===== config.mk =====
export PLATFORM = sky130hd
export DESIGN_NAME = uart_rx
export DESIGN_NICKNAME = d
export VERILOG_FILES = /design/src/rtl/uart_rx.sv
export SDC_FILE = /design/constraint.sdc
export NUM_CORES = 1
export LEC_CHECK = 0
export CORE_MARGIN = 2
export CORE_UTILIZATION = 53
export CTS_CLUSTER_DIAMETER = 100
export DETAILED_ROUTE_END_ITERATION = 10
export GPL_TIMING_DRIVEN = 1
export MAX_ROUTING_LAYER = met4
export PLACE_DENSITY = 0.83
export SYNTH_ARGS = -nofsm -noshare
export SYNTH_HDL_FRONTEND = slang
export SYNTH_SLANG_ARGS = --single-unit

===== constraint.sdc =====
create_clock -name clk_i -period 1.9 [get_ports clk_i]
set_input_delay 0.38 -clock clk_i [delete_from_list [all_inputs] [get_ports clk_i]]
set_output_delay 0.38 -clock clk_i [all_outputs]
set_load 0.005 [all_outputs]

===== src/rtl/uart_rx.sv =====
// -----------------------------------------------------------------------------
// uart_rx -- 8N1 UART receiver (LSB first, idle-high line).
//
// The serial line goes through a two-flop synchronizer. A baud counter then
// samples each bit in the middle of its period. The finished byte is held in an
// output register with a valid/read handshake. The receiver reports a framing
// error (stop bit low) and a sticky overrun flag (a frame was dropped because
// the held byte had not been read).
//
// Optional feature, selected by the macro UART_RX_PARITY_EN:
//   When defined, an even-parity bit follows the data bits. The result of the
//   parity check is reported on parity_err_o.
//   When undefined, the receiver is 8N1 only and parity_err_o does not exist.
//
// Parameters:
//   CLKS_PER_BIT  clock cycles per bit period (even, >= 4)
//
// Ports:
//   clk_i         system clock, rising edge
//   reset_i       synchronous active-high reset
//   serial_in_i   asynchronous serial line, idles high
//   read_i        host pulse that consumes the held byte
//   data_o        last received byte
//   data_valid_o  data_o holds an unread byte
//   frame_err_o   stop bit of the byte in data_o was 0
//   parity_err_o  (UART_RX_PARITY_EN only) parity of the byte in data_o was bad
//   overrun_o     sticky: a frame was dropped while data_valid_o was set
//   busy_o        receiver is inside a frame
// -----------------------------------------------------------------------------
module uart_rx #(
    parameter int CLKS_PER_BIT = 4
) (
    input  logic       clk_i,
    input  logic       reset_i,
    input  logic       serial_in_i,
    input  logic       read_i,
    output logic [7:0] data_o,
    output logic       data_valid_o,
    output logic       frame_err_o,
`ifdef UART_RX_PARITY_EN
    output logic       parity_err_o,
`endif
    output logic       overrun_o,
    output logic       busy_o
);

    localparam int CNT_W = (CLKS_PER_BIT > 1) ? $clog2(CLKS_PER_BIT) : 1;
    localparam logic [CNT_W-1:0] CNT_LAST = CNT_W'(CLKS_PER_BIT - 1);
    localparam logic [CNT_W-1:0] CNT_HALF = CNT_W'(CLKS_PER_BIT / 2 - 1);

    localparam logic [2:0] S_IDLE   = 3'd0;
    localparam logic [2:0] S_START  = 3'd1;
    localparam logic [2:0] S_DATA   = 3'd2;
    localparam logic [2:0] S_STOP   = 3'd4;
    localparam logic [2:0] S_BREAK  = 3'd5;
`ifdef UART_RX_PARITY_EN
    localparam logic [2:0] S_PARITY = 3'd3;
`endif

    // Synchronizer: bit 0 is the first stage and bit 1 is the output.
    logic [1:0]       sync_reg;
    logic             rx_s;

    logic [2:0]       state_reg, state_next;
    logic [CNT_W-1:0] cnt_reg, cnt_next;
    logic [2:0]       bit_reg, bit_next;
    logic [7:0]       shift_reg, shift_next;
    logic [7:0]       data_reg, data_next;
    logic             valid_reg, valid_next;
    logic             frame_err_reg, frame_err_next;
    logic             overrun_reg, overrun_next;
    logic             busy_reg, busy_next;
    logic             complete;
    logic             load;
    logic             drop;
    logic             take;
`ifdef UART_RX_PARITY_EN
    logic             parity_bad_reg, parity_bad_next;
    logic             parity_err_reg, parity_err_next;
`endif

    assign rx_s = sync_reg[1];

    // ------------------------------------------------------------------
    // Frame FSM and baud counter
    // ------------------------------------------------------------------
    always_comb begin
        state_next = state_reg;
        cnt_next   = (cnt_reg == CNT_LAST) ? '0 : cnt_reg + 1'b1;
        bit_next   = bit_reg;
        shift_next = shift_reg;
        complete   = 1'b0;
`ifdef UART_RX_PARITY_EN
        parity_bad_next = parity_bad_reg;
`endif
        case (state_reg)
            S_IDLE: begin
                if (!rx_s) begin
                    state_next = S_START;
                end
            end
            S_START: begin
                // Check the start bit again at mid-bit. A line that is
                // already high again was only a glitch.
                if (cnt_reg == CNT_HALF) begin
                    state_next = rx_s ? S_IDLE : S_DATA;
                    bit_next   = 3'd0;
                end
            end
            S_DATA: begin
                // The counter was realigned at mid start bit, so CNT_LAST
                // falls in the middle of each data bit.
                if (cnt_reg == CNT_LAST) begin
                    shift_next = {rx_s, shift_reg[7:1]};
                    if (bit_reg == 3'd7) begin
`ifdef UART_RX_PARITY_EN
                        state_next = S_PARITY;
`else
                        state_next = S_STOP;
`endif
                    end else begin
                        bit_next = bit_reg + 3'd1;
                    end
                end
            end
`ifdef UART_RX_PARITY_EN
            S_PARITY: begin
                if (cnt_reg == CNT_LAST) begin
                    // Even parity: data bits plus parity bit XOR to 0.
                    parity_bad_next = ^{shift_reg, rx_s};
                    state_next      = S_STOP;
                end
            end
`endif
            S_STOP: begin
                if (cnt_reg == CNT_LAST) begin
                    complete   = 1'b1;
                    state_next = rx_s ? S_IDLE : S_BREAK;
                end
            end
            S_BREAK: begin
                // Wait here until the line returns high. Otherwise a held-low
                // line would be taken as a new start bit.
                if (rx_s) begin
                    state_next = S_IDLE;
                end
            end
            default: begin
                state_next = S_IDLE;
            end
        endcase

        if (state_next != state_reg) begin
            cnt_next = '0;
        end
    end

    // ------------------------------------------------------------------
    // Output register and handshake
    // ------------------------------------------------------------------
    always_comb begin
        take = read_i && valid_reg;
        // A read on the completion edge frees the register in time for the
        // new byte, so that byte is loaded rather than dropped.
        load = complete && (!valid_reg || read_i);
        drop = complete && !load;

        data_next      = load ? shift_reg : data_reg;
        frame_err_next = load ? !rx_s : frame_err_reg;
`ifdef UART_RX_PARITY_EN
        parity_err_next = load ? parity_bad_reg : parity_err_reg;
`endif

        if (load) begin
            valid_next = 1'b1;
        end else if (take) begin
            valid_next = 1'b0;
        end else begin
            valid_next = valid_reg;
        end

        if (drop) begin
            overrun_next = 1'b1;
        end else if (take) begin
            overrun_next = 1'b0;
        end else begin
            overrun_next = overrun_reg;
        end

        // Decode the next state so that busy_o drops on the completion edge.
        busy_next = (state_next != S_IDLE);
    end

    always_ff @(posedge clk_i) begin
        if (reset_i) begin
            sync_reg      <= 2'b11;
            state_reg     <= S_IDLE;
            cnt_reg       <= '0;
            bit_reg       <= 3'd0;
            shift_reg     <= 8'h00;
            data_reg      <= 8'h00;
            valid_reg     <= 1'b0;
            frame_err_reg <= 1'b0;
            overrun_reg   <= 1'b0;
            busy_reg      <= 1'b0;
`ifdef UART_RX_PARITY_EN
            parity_bad_reg <= 1'b0;
            parity_err_reg <= 1'b0;
`endif
        end else begin
            sync_reg      <= {sync_reg[0], serial_in_i};
            state_reg     <= state_next;
            cnt_reg       <= cnt_next;
            bit_reg       <= bit_next;
            shift_reg     <= shift_next;
            data_reg      <= data_next;
            valid_reg     <= valid_next;
            frame_err_reg <= frame_err_next;
            overrun_reg   <= overrun_next;
            busy_reg      <= busy_next;
`ifdef UART_RX_PARITY_EN
            parity_bad_reg <= parity_bad_next;
            parity_err_reg <= parity_err_next;
`endif
        end
    end

    assign data_o       = data_reg;
    assign data_valid_o = valid_reg;
    assign frame_err_o  = frame_err_reg;
    assign overrun_o    = overrun_reg;
    assign busy_o       = busy_reg;
`ifdef UART_RX_PARITY_EN
    assign parity_err_o = parity_err_reg;
`endif

endmodule


==> results of run 1 <==
## cells in the final DEF, fill, tap and decap left out, drive strengths merged, types with 2 or more instances in the layout
cell	n
dfxtp	30
nand2	22
a21oi	19
nor2	15
clkdlybuf4s50	15
mux2i	9
clkbuf	6
inv	5
ha	4
buf	4
o21ai	4
nand3	3
or4	2
nor2b	2
nand2b	2
or2	2
or3	2
nor3	2
## worst reg2reg max path: cells and delay by family (launching register included)
family	cells	cell delay, ns
simple gates	3	0.76
mux	1	0.27
flops	1	0.60
## power breakdown
| group | total, mW | internal (mW) | switching [mW] |
|---|---|---|---|
| Combinational | 0.0659 | 0.0321 | 0.0338 |
| Sequential | 0.649 | 0.639 | 0.0106 |
| Clock | 0.514 | 0.306 | 0.208 |
| Total | 1.23 | 0.977 | 0.253 |
## how the worst max path moves through the flow
stage	start	end	slack, ns	depth (start not counted)
finish	state_reg[0]	data_o[5]	0.19	4
global route	state_reg[2]	data_o[6]	0.04	4
CTS	cnt_reg[0]	data_o[5]	0.21	5
detailed placement	read_i	data_o[3]	0.1	5
floorplan	cnt_reg[0]	bit_reg[0]	0.25	7
global placement	read_i	data_o[7]	0.17	5
## cell families after synthesis
logic type / count (synthesis) / share of synthesized area, %
AOI/OAI and AO/OA: 32 / 14.8
adders and majority gates: 4 / 4.00
buffers and inverters: 13 / 4.10
DFF: 30 / 48.0
muxes: 9 / 7.21
and+or+nand+nor: 56 / 21.8
## routing by layer
metal | part of all wire, % | up-vias
met1 | 44 | 501
met4 | 2.5 | 0
li1 | - | 529
met2 | 50 | 26
met3 | 3.7 | 10
met5 | 0 | -
## final cells by class
cell class                      count  area [sq um]  area share (%)
Sequential cell                    30           601            39.7
Multi-Input combinational cell    101           598            39.5
Timing Repair Buffer               19           180            11.9
Clock buffer                        6          51.3            3.39
Tap cell                           28          35.0            2.31
Clock inverter                      1          30.0            1.98
Inverter                            5          18.8            1.24
## metrics by stage
stage	hold slack, ns	util (%)	setup WS [ns]	total power [mW]
finish	0.422	68.4	0.187	1.23
global route	0.438	68.4	0.0420	1.28
CTS	0.434	68.4	0.212	1.24
detailed placement	0.408	64.8	0.0951	0.729
global placement	0.391	64.8	0.173	0.724
floorplan	0.383	-	0.254	0.705
==> run_results.csv, run 1 <==
group,metric,value,unit
synth,synthArstFlopShare,0,%
synth,synth_top_area_cell,"dfxtp_1",
timing,clock_skew,0.0165,ns
timing,worst_slew_pin_slew,0.507,ns
clocking,cts-root-buf,"clkbuf_4",
placed_design,portBuffers,15,
routing,antenna_left,0,
clocking,worstSkewPairLatency,0.34,ns
global_routing,gr-usage-met3,5.14,%
die,die_h,52.6,um
global_routing,busiest_layer,"met2",
timing,slew_headroom,66.0,%
worst_setup_path,worst-endpoint-arrival,1.94,ns
routing,drt_pass1_iterations,4,
worst_setup_path,crit_path_end_kind,"register",
clocking,post_cts_buffers,0,
clocking,cts_buffer_depth,2,
finish,final_cell_count_no_fill,190,
worst_setup_path,path_buf_inv,0,
die,start_util,56.5,%
synth,synth-main-ff-cell,"dfxtp_1",
synth,synth_edf_count,0,
global_routing,grt_max_degree,18,
clocking,cts_resized,0,
synth,synth_fp_nets,152,
global_routing,grt_pass1_vias,1019,
die,core_area,2210,sq um
worst_setup_path,path_class,"reg -> reg",
global_routing,antenna_found_initial,0,
synth,synth_area,1250,sq um
worst_setup_path,rr_worst_depth,4,
synth,syn_inst,144,
die,rows,17,
finish,antennaDiodeCount,0,
global_routing,grt_usage,23.0,%
worst_setup_path,r2r-start,"state_reg[0]",
synth,yosys_warnings,0,
timing,rsz0062_at_grt,"no",
synth,netlist_top_cells_count,"30 x dfxtp_1, 22 x nand2_1, 19 x a21oi_1, 15 x nor2_1, 9 x mux2i_1",
hold_path,hold_path.class,"reg -> reg",
die,ioPinCount,16,
timing,hold_viol_final,0,
hold_path,worstHoldStart,"sync_reg[0]",
routing,avgViaCountPerCell,5.61,
worst_setup_path,critPathLaunchType,"register",
clocking,cts_sinks,30,
worst_setup_path,max_stage_delay,0.60,ns
synth,synthTopCellsByArea,"dfxtp_1 48%, a21oi_1 7.6%, mux2i_1 7.2%",
timing,final-setup-viol-count,0,
global_routing,met2_usage,36.9,%
finish,drive_above_1_share,10.5,%
finish,final_area,1510,sq um
placed_design,postPlaceCellArea,1430,sq um
routing,drc,0,
finish,fillers,193,
hold_path,min_to,"sync_reg[1]",
placed_design,hpwl,1.74,mm
clocking,cts_hold_buf,0,
worst_setup_path,critPathSlowestCell,"dfxtp_1",
worst_setup_path,required,2.13,ns
hold_path,hold_depth,1,
routing,vias,1066,
clocking,h-tree-depth,2,
synth,syn_avg_cell_area,8.68,sq um
power,leakage,0.604,nW
clocking,cts_inserted_buffers,5,
timing,fmax,0.584,GHz
worst_setup_path,reg2reg_to,"data_o[5]",
routing,drt-wirelength-per-cell,13.1,um
synth,ys_ff_latch,30,
power,ir_drop,0.736,mV
die,die_area,2760,sq um
die,die_w,52.6,um
power,cellPowerDensity,812,nW/um^2
placed_design,dp.cells,183,
worst_setup_path,critPathMaxFanout,13,
finish,nets,170,
worst_setup_path,cp_top_family,"simple AND/OR/NAND/NOR gates",
routing,drtIter0Drc,17,
status,status,"completed",
placed_design,gp_congestion,0.858,
synth,ys_types,34,
global_routing,use_met1,26.4,%
finish,area_growth,21.1,%
timing,slew_violations,0,
clocking,path_clk_slew,0.09,ns
job,maxCapViolations,0,
timing,fin_crit_sh,90.1,%
global_routing,overflow,0,
routing,wl,2.49,mm
synth,synth_seq_area_share,48.0,%
clocking,cts_tree,"done",
global_routing,grt_pass1_wl,4.39,mm
synth,synth.most_common_cell,"dfxtp_1",
synth,synth_top_area_share,48.0,%
timing,min_period,1.71,ns
worst_setup_path,worstPathCellList,"and4bb_2, nand2_1, mux2i_1, nor2_1",
timing,fin_setup_tns,0,ns
worst_setup_path,rrSetupSlack,0.19,ns
No activity file was read; power rests on OpenSTA's default activity.
==> run 2, diff against run 1 <==
--- a/config.mk
+++ b/config.mk
@@ -11,7 +11,7 @@
 export DETAILED_ROUTE_END_ITERATION = 10
 export GPL_TIMING_DRIVEN = 1
 export MAX_ROUTING_LAYER = met4
-export PLACE_DENSITY = 0.83
+export PLACE_DENSITY_LB_ADDON = 0.05
 export SYNTH_ARGS = -nofsm -noshare
 export SYNTH_HDL_FRONTEND = slang
 export SYNTH_SLANG_ARGS = --single-unit
==> run 2 against run 1 <==
Against the previous run: wire length shrank 8.8%; critical endpoint is now bit_reg[0]; maximum frequency increased by 5.4%; worst setup slack improved by 0.088 ns; total power is 10% lower; hold slack got worse by 0.012 ns.
==> run_results.csv, run 2 (synthesis results as in run 1) <==
group,metric,value,unit
timing,fin_crit_sh,85.5,%
timing,rsz0062_at_grt,"no",
finish,seq_area,601,sq um
job,maxCapViolations,0,
placed_design,hpwl,1.64,mm
global_routing,overflow,0,
timing,fin_setup_tns,0,ns
timing,whs,0.410,ns
finish,antennaDiodeCount,0,
die,start_util,56.5,%
routing,avgViaCountPerCell,5.23,
power,ir_drop,0.488,mV
clocking,cts_hold_buf,0,
timing,min_period,1.62,ns
timing,slew_headroom,68.5,%
die,die_area,2760,sq um
finish,nets,172,
hold_path,hold_path.class,"reg -> reg",
timing,clock_skew,0.00522,ns
placed_design,gp_congestion,0.770,
routing,antenna_left,0,
clocking,cts_tree,"done",
finish,fillers,194,
status,status,"completed",
die,ioPinCount,16,
hold_path,hold_depth,1,
worst_setup_path,worst-endpoint-arrival,1.88,ns
clocking,post_cts_buffers,0,
timing,fmax,0.616,GHz
worst_setup_path,crit_path_end_kind,"register",
power,cellPowerDensity,733,nW/um^2
timing,hold_viol_final,0,
worst_setup_path,critPathLaunchType,"register",
clocking,cts_inserted_buffers,5,
clocking,cts_sinks,30,
clocking,cts_buffer_depth,2,
die,core_area,2210,sq um
global_routing,grt_pass1_wl,3.88,mm
timing,worst_slew_pin_slew,0.470,ns
routing,vias,1009,
finish,drive_above_1_share,11.5,%
clocking,worstSkewPairLatency,0.33,ns
finish,layout_common_cells,"30 x dfxtp_1, 22 x nand2_1, 19 x a21oi_1",
finish,layout_commonest_cell,"dfxtp_1",
routing,drc,0,
placed_design,portBuffers,15,
routing,drt_pass1_iterations,4,
routing,drt-wirelength-per-cell,11.8,um
timing,final-setup-viol-count,0,
clocking,h-tree-depth,2,
clocking,cts-root-buf,"clkbuf_4",
worst_setup_path,path_class,"reg -> reg",
routing,wl,2.27,mm
worst_setup_path,critPathMaxFanout,5,
routing,drtIter0Drc,8,
die,die_h,52.6,um
finish,area_growth,20.6,%
global_routing,grt_max_degree,15,
clocking,cts_resized,0,
finish,multi_input_area,598,sq um
power,leakage,0.604,nW
timing,slew_violations,0,
worst_setup_path,required,2.16,ns
worst_setup_path,rr_worst_depth,5,
global_routing,grt_usage,20.5,%
global_routing,antenna_found_initial,0,
die,rows,17,
clocking,path_clk_slew,0.09,ns
die,die_w,52.6,um
global_routing,grt_pass1_vias,907,
## run 2: cell types whose count changed in the layout (fill, tap and decap cells not counted), sizes merged
cell / delta
buf: +2
clkinv: +1
clkbuf: +1
bufinv: -1
## run 2: report_power, final
group,leakage (nW),switching (mW),internal (mW)
Clock,0.0353,0.212,0.179
Combinational,0.326,0.0325,0.0328
Sequential,0.243,0.0100,0.639
Total,0.604,0.255,0.850
## run 2: area by class of cell
class | count | area share, %
sequential | 30 | 39.8
clock inverter | 1 | 0.332
timing repair buffer | 21 | 12.9
multi-input combinational | 101 | 39.7
clock buffer | 7 | 3.65
tap | 28 | 2.32
inverter | 5 | 1.24
## run 2: final timing paths
check                                 start           to  slack, ns
worst max-delay path             cnt_reg[0]   bit_reg[0]       0.28
worst min-delay path            sync_reg[0]  sync_reg[1]       0.41
worst max register to register   cnt_reg[0]   bit_reg[0]       0.28
worst min register to register  sync_reg[0]  sync_reg[1]       0.41
## run 2: worst max-delay path, cell delays in order (launching register included)
cell and delay [ns]:
dfxtp_1 0.37, ha_1 0.24, nand2b_1 0.12, or3_1 0.36, or3_1 0.32, a21oi_1 0.15
## run 2: metrics by stage
stage | instances | area, sq um | utilization, % | total power, mW | setup WS (ns)
2_1_floorplan | 144 | 1250 | - | 0.705 | 0.254
3_3_place_gp | 185 | 1450 | 65.4 | 0.726 | 0.299
3_5_place_dp | 185 | 1450 | 65.4 | 0.728 | 0.271
4_1_cts | 193 | 1510 | 68.2 | 1.12 | 0.260
5_1_grt | 193 | 1510 | 68.2 | 1.15 | 0.162
6_report | 193 | 1510 | 68.2 | 1.11 | 0.276
## run 2: per-layer routing
metal / part of all wire, % / up-vias / track usage (%)
met5: 0 / - / -
met4: 2.9 / 0 / 12.8
li1: - / 534 / -
met2: 43 / 22 / 29.4
met3: 4.9 / 7 / 6.00
met1: 49 / 446 / 25.3
==> patch, RTL diff (flow settings as in run 1) <==
Build with the macro `UART_RX_PARITY_EN` defined.
--- a/src/rtl/uart_rx.sv
+++ b/src/rtl/uart_rx.sv
@@ -29,2 +29,4 @@
 // -----------------------------------------------------------------------------
+`define UART_RX_PARITY_EN
+
 module uart_rx #(
Behaviour (old outputs only; new: parity_err_o): no difference found for any inputs over 10 cycles, from zero or initial values and one cycle with reset_i high; that may be too few to reach the edited logic, so the function may still have changed.
==> patch against run 1 <==
Setup slack worse by 0.089 ns. Synthesized area grew 15%. Sequential power increased by 6.9%. Via count increased by 9.7%. Cell area rose by 12%. Total power is 2.5% higher. Sequential cell count grew 2. Combinational power rose by 12%. Global-route usage decreased by 3.8 points. Maximum frequency fell by 5.0%. Wire length rose by 3.5%. Clock power down 4.3%. Clock skew is 0.0084 ns lower. Critical path type unchanged.
==> patch: results (changes against run 1) <==
\begin{tabular}{lr}
\hline
Metric & Value \\
\hline
\multicolumn{2}{l}{\textbf{Synth}} \\
\quad Synthesized-area fraction occupied by ao, oa, aoi and oai cells & 12.0\% (was 14.8\%) \\
\quad Post-synthesis xor/xnor area fraction & 6.46\% (was 0\%) \\
\quad Main area contributors after synthesis & dfxtp\_1 45\%, a21oi\_1 8.7\%, nand2\_1 7.6\%, nand3\_1 3.8\%, xnor2\_1 3.7\% (was dfxtp\_1 48\%, a21oi\_1 7.6\%, mux2i\_1 7.2\%, nand2\_1 6.6\%, nor2\_1 4.5\%) \\
\quad Adder-cell area share of the yosys netlist & 3.49\% (was 4.00\%) \\
\quad Commonest cells in the synthesized netlist & 32 x dfxtp\_1, 29 x nand2\_1, 25 x a21oi\_1, 13 x nor2\_1, 11 x nand3\_1 (was 30 x dfxtp\_1, 22 x nand2\_1, 19 x a21oi\_1, 15 x nor2\_1, 9 x mux2i\_1) \\
\quad Mux share of post-synthesis cell area & 2.88\% (was 7.21\%) \\
\quad Count of distinct cell types in the synthesized netlist & 32 (was 34) \\
\quad Register area share after synthesis & 44.7\% (was 48.0\%) \\
\quad Syn nets & 176 (was 152) \\
\multicolumn{2}{l}{\textbf{Place}} \\
\quad GPL Wtd Cong & 0.904 (was 0.858) \\
\quad Total half-perimeter wirelength after legalization and detailed placement & 1900 µm (was 1740 µm) \\
\quad Port buffer count & 16 (was 15) \\
\quad Worst slack at placement & 0.0831 ns (was 0.0951 ns) \\
\multicolumn{2}{l}{\textbf{Final layout}} \\
\quad Share of final-layout standard cells stronger than drive strength 1 & 10.2\% (was 10.5\%) \\
\quad Net count of the finished layout & 193 (was 170) \\
\multicolumn{2}{l}{\textbf{Run status}} \\
\quad Status & finished clean (unchanged) \\
\multicolumn{2}{l}{\textbf{Worst setup path}} \\
\quad Data arrival, critical path & 2.01 ns (was 1.94 ns) \\
\quad Worst-path fanout max & 5 (was 13) \\
\multicolumn{2}{l}{\textbf{Detailed routing}} \\
\quad Drt via density & 5.41 (was 5.61) \\
\quad Initial DRC count & 27 (was 17) \\
\multicolumn{2}{l}{\textbf{Timing}} \\
\quad Setup slack of the critical path after layout & 0.0979 ns (was 0.187 ns) \\
\quad Slew margin rel. & 68.4\% (was 66.0\%) \\
\quad Worst setup skew after layout & 0.00810 ns (was 0.0165 ns) \\
\quad Worst Hold Slack & 0.416 ns (was 0.422 ns) \\
\multicolumn{2}{l}{\textbf{Pwr}} \\
\quad Leakage power & 0.610 nW (was 0.604 nW) \\
\multicolumn{2}{l}{\textbf{GRT}} \\
\quad Vias in the first global route & 1081 (was 1019) \\
\quad All-Layer GR Usage & 19.2\% (was 23.0\%) \\
\hline
\end{tabular}
## patch: cell count changes after synthesis, sizes merged, moves of 3 or more
cell,run 1,this run
o21ai,4,1
nor3,2,6
buf,3,6
xnor2,0,6
or2b,0,3
mux2i,9,3
nand3,3,11
inv,5,2
nand2,22,29
a21oi,19,26
## patch: through the flow
step	cells	cell area [µm²]	util, %	power [mW]
after floorplan	168	1430	-	0.759
after global placement	208	1620	64.0	0.778
after detailed placement	208	1620	64.0	0.784
after CTS	216	1690	67.1	1.28
after global routing	216	1690	67.1	1.32
final	216	1690	67.1	1.26
## patch: kinds of logic after synthesis
family          after synthesis
simple gates                 76
fa+ha+maj                     4
buf+inv                      13
flops                        32
xor+xnor                      9
mux                           4
compound gates               30
## patch: worst paths after layout
kind,startpoint,end,cells after the start
min,sync_reg[0],sync_reg[1],1
max,bit_reg[0],bit_reg[0],6
max reg2reg,bit_reg[0],bit_reg[0],6
min reg2reg,sync_reg[0],sync_reg[1],1
## patch: area by class of cell
class,count,area [µm²]
sequential,32,641
timing repair buffer,21,198
clock buffer,6,41.3
clock inverter,2,35.0
tap,30,37.5
inverter,2,7.51
fill,203,831
multi-input combinational,123,732
## patch: layer usage
metal  up-vias  global-route usage [%]  share of wire, %
li1        595                       -                 -
met5         -                       -                 0
met4         0                    9.18               1.0
met3         4                    5.12               4.3
met2        24                    28.6                46
met1       546                    24.1                48
## patch: power by group
group          switching (mW)  internal [mW]
clock                   0.217          0.276
combinational          0.0369         0.0366
sequential             0.0125          0.682
## patch: critical path: stages (launching register included)
cell and delay, ns:
dfxtp_1 0.34, ha_1 0.20, ha_1 0.19, or4b_4 0.50, a21oi_4 0.21, mux2i_1 0.20, nor2_1 0.05
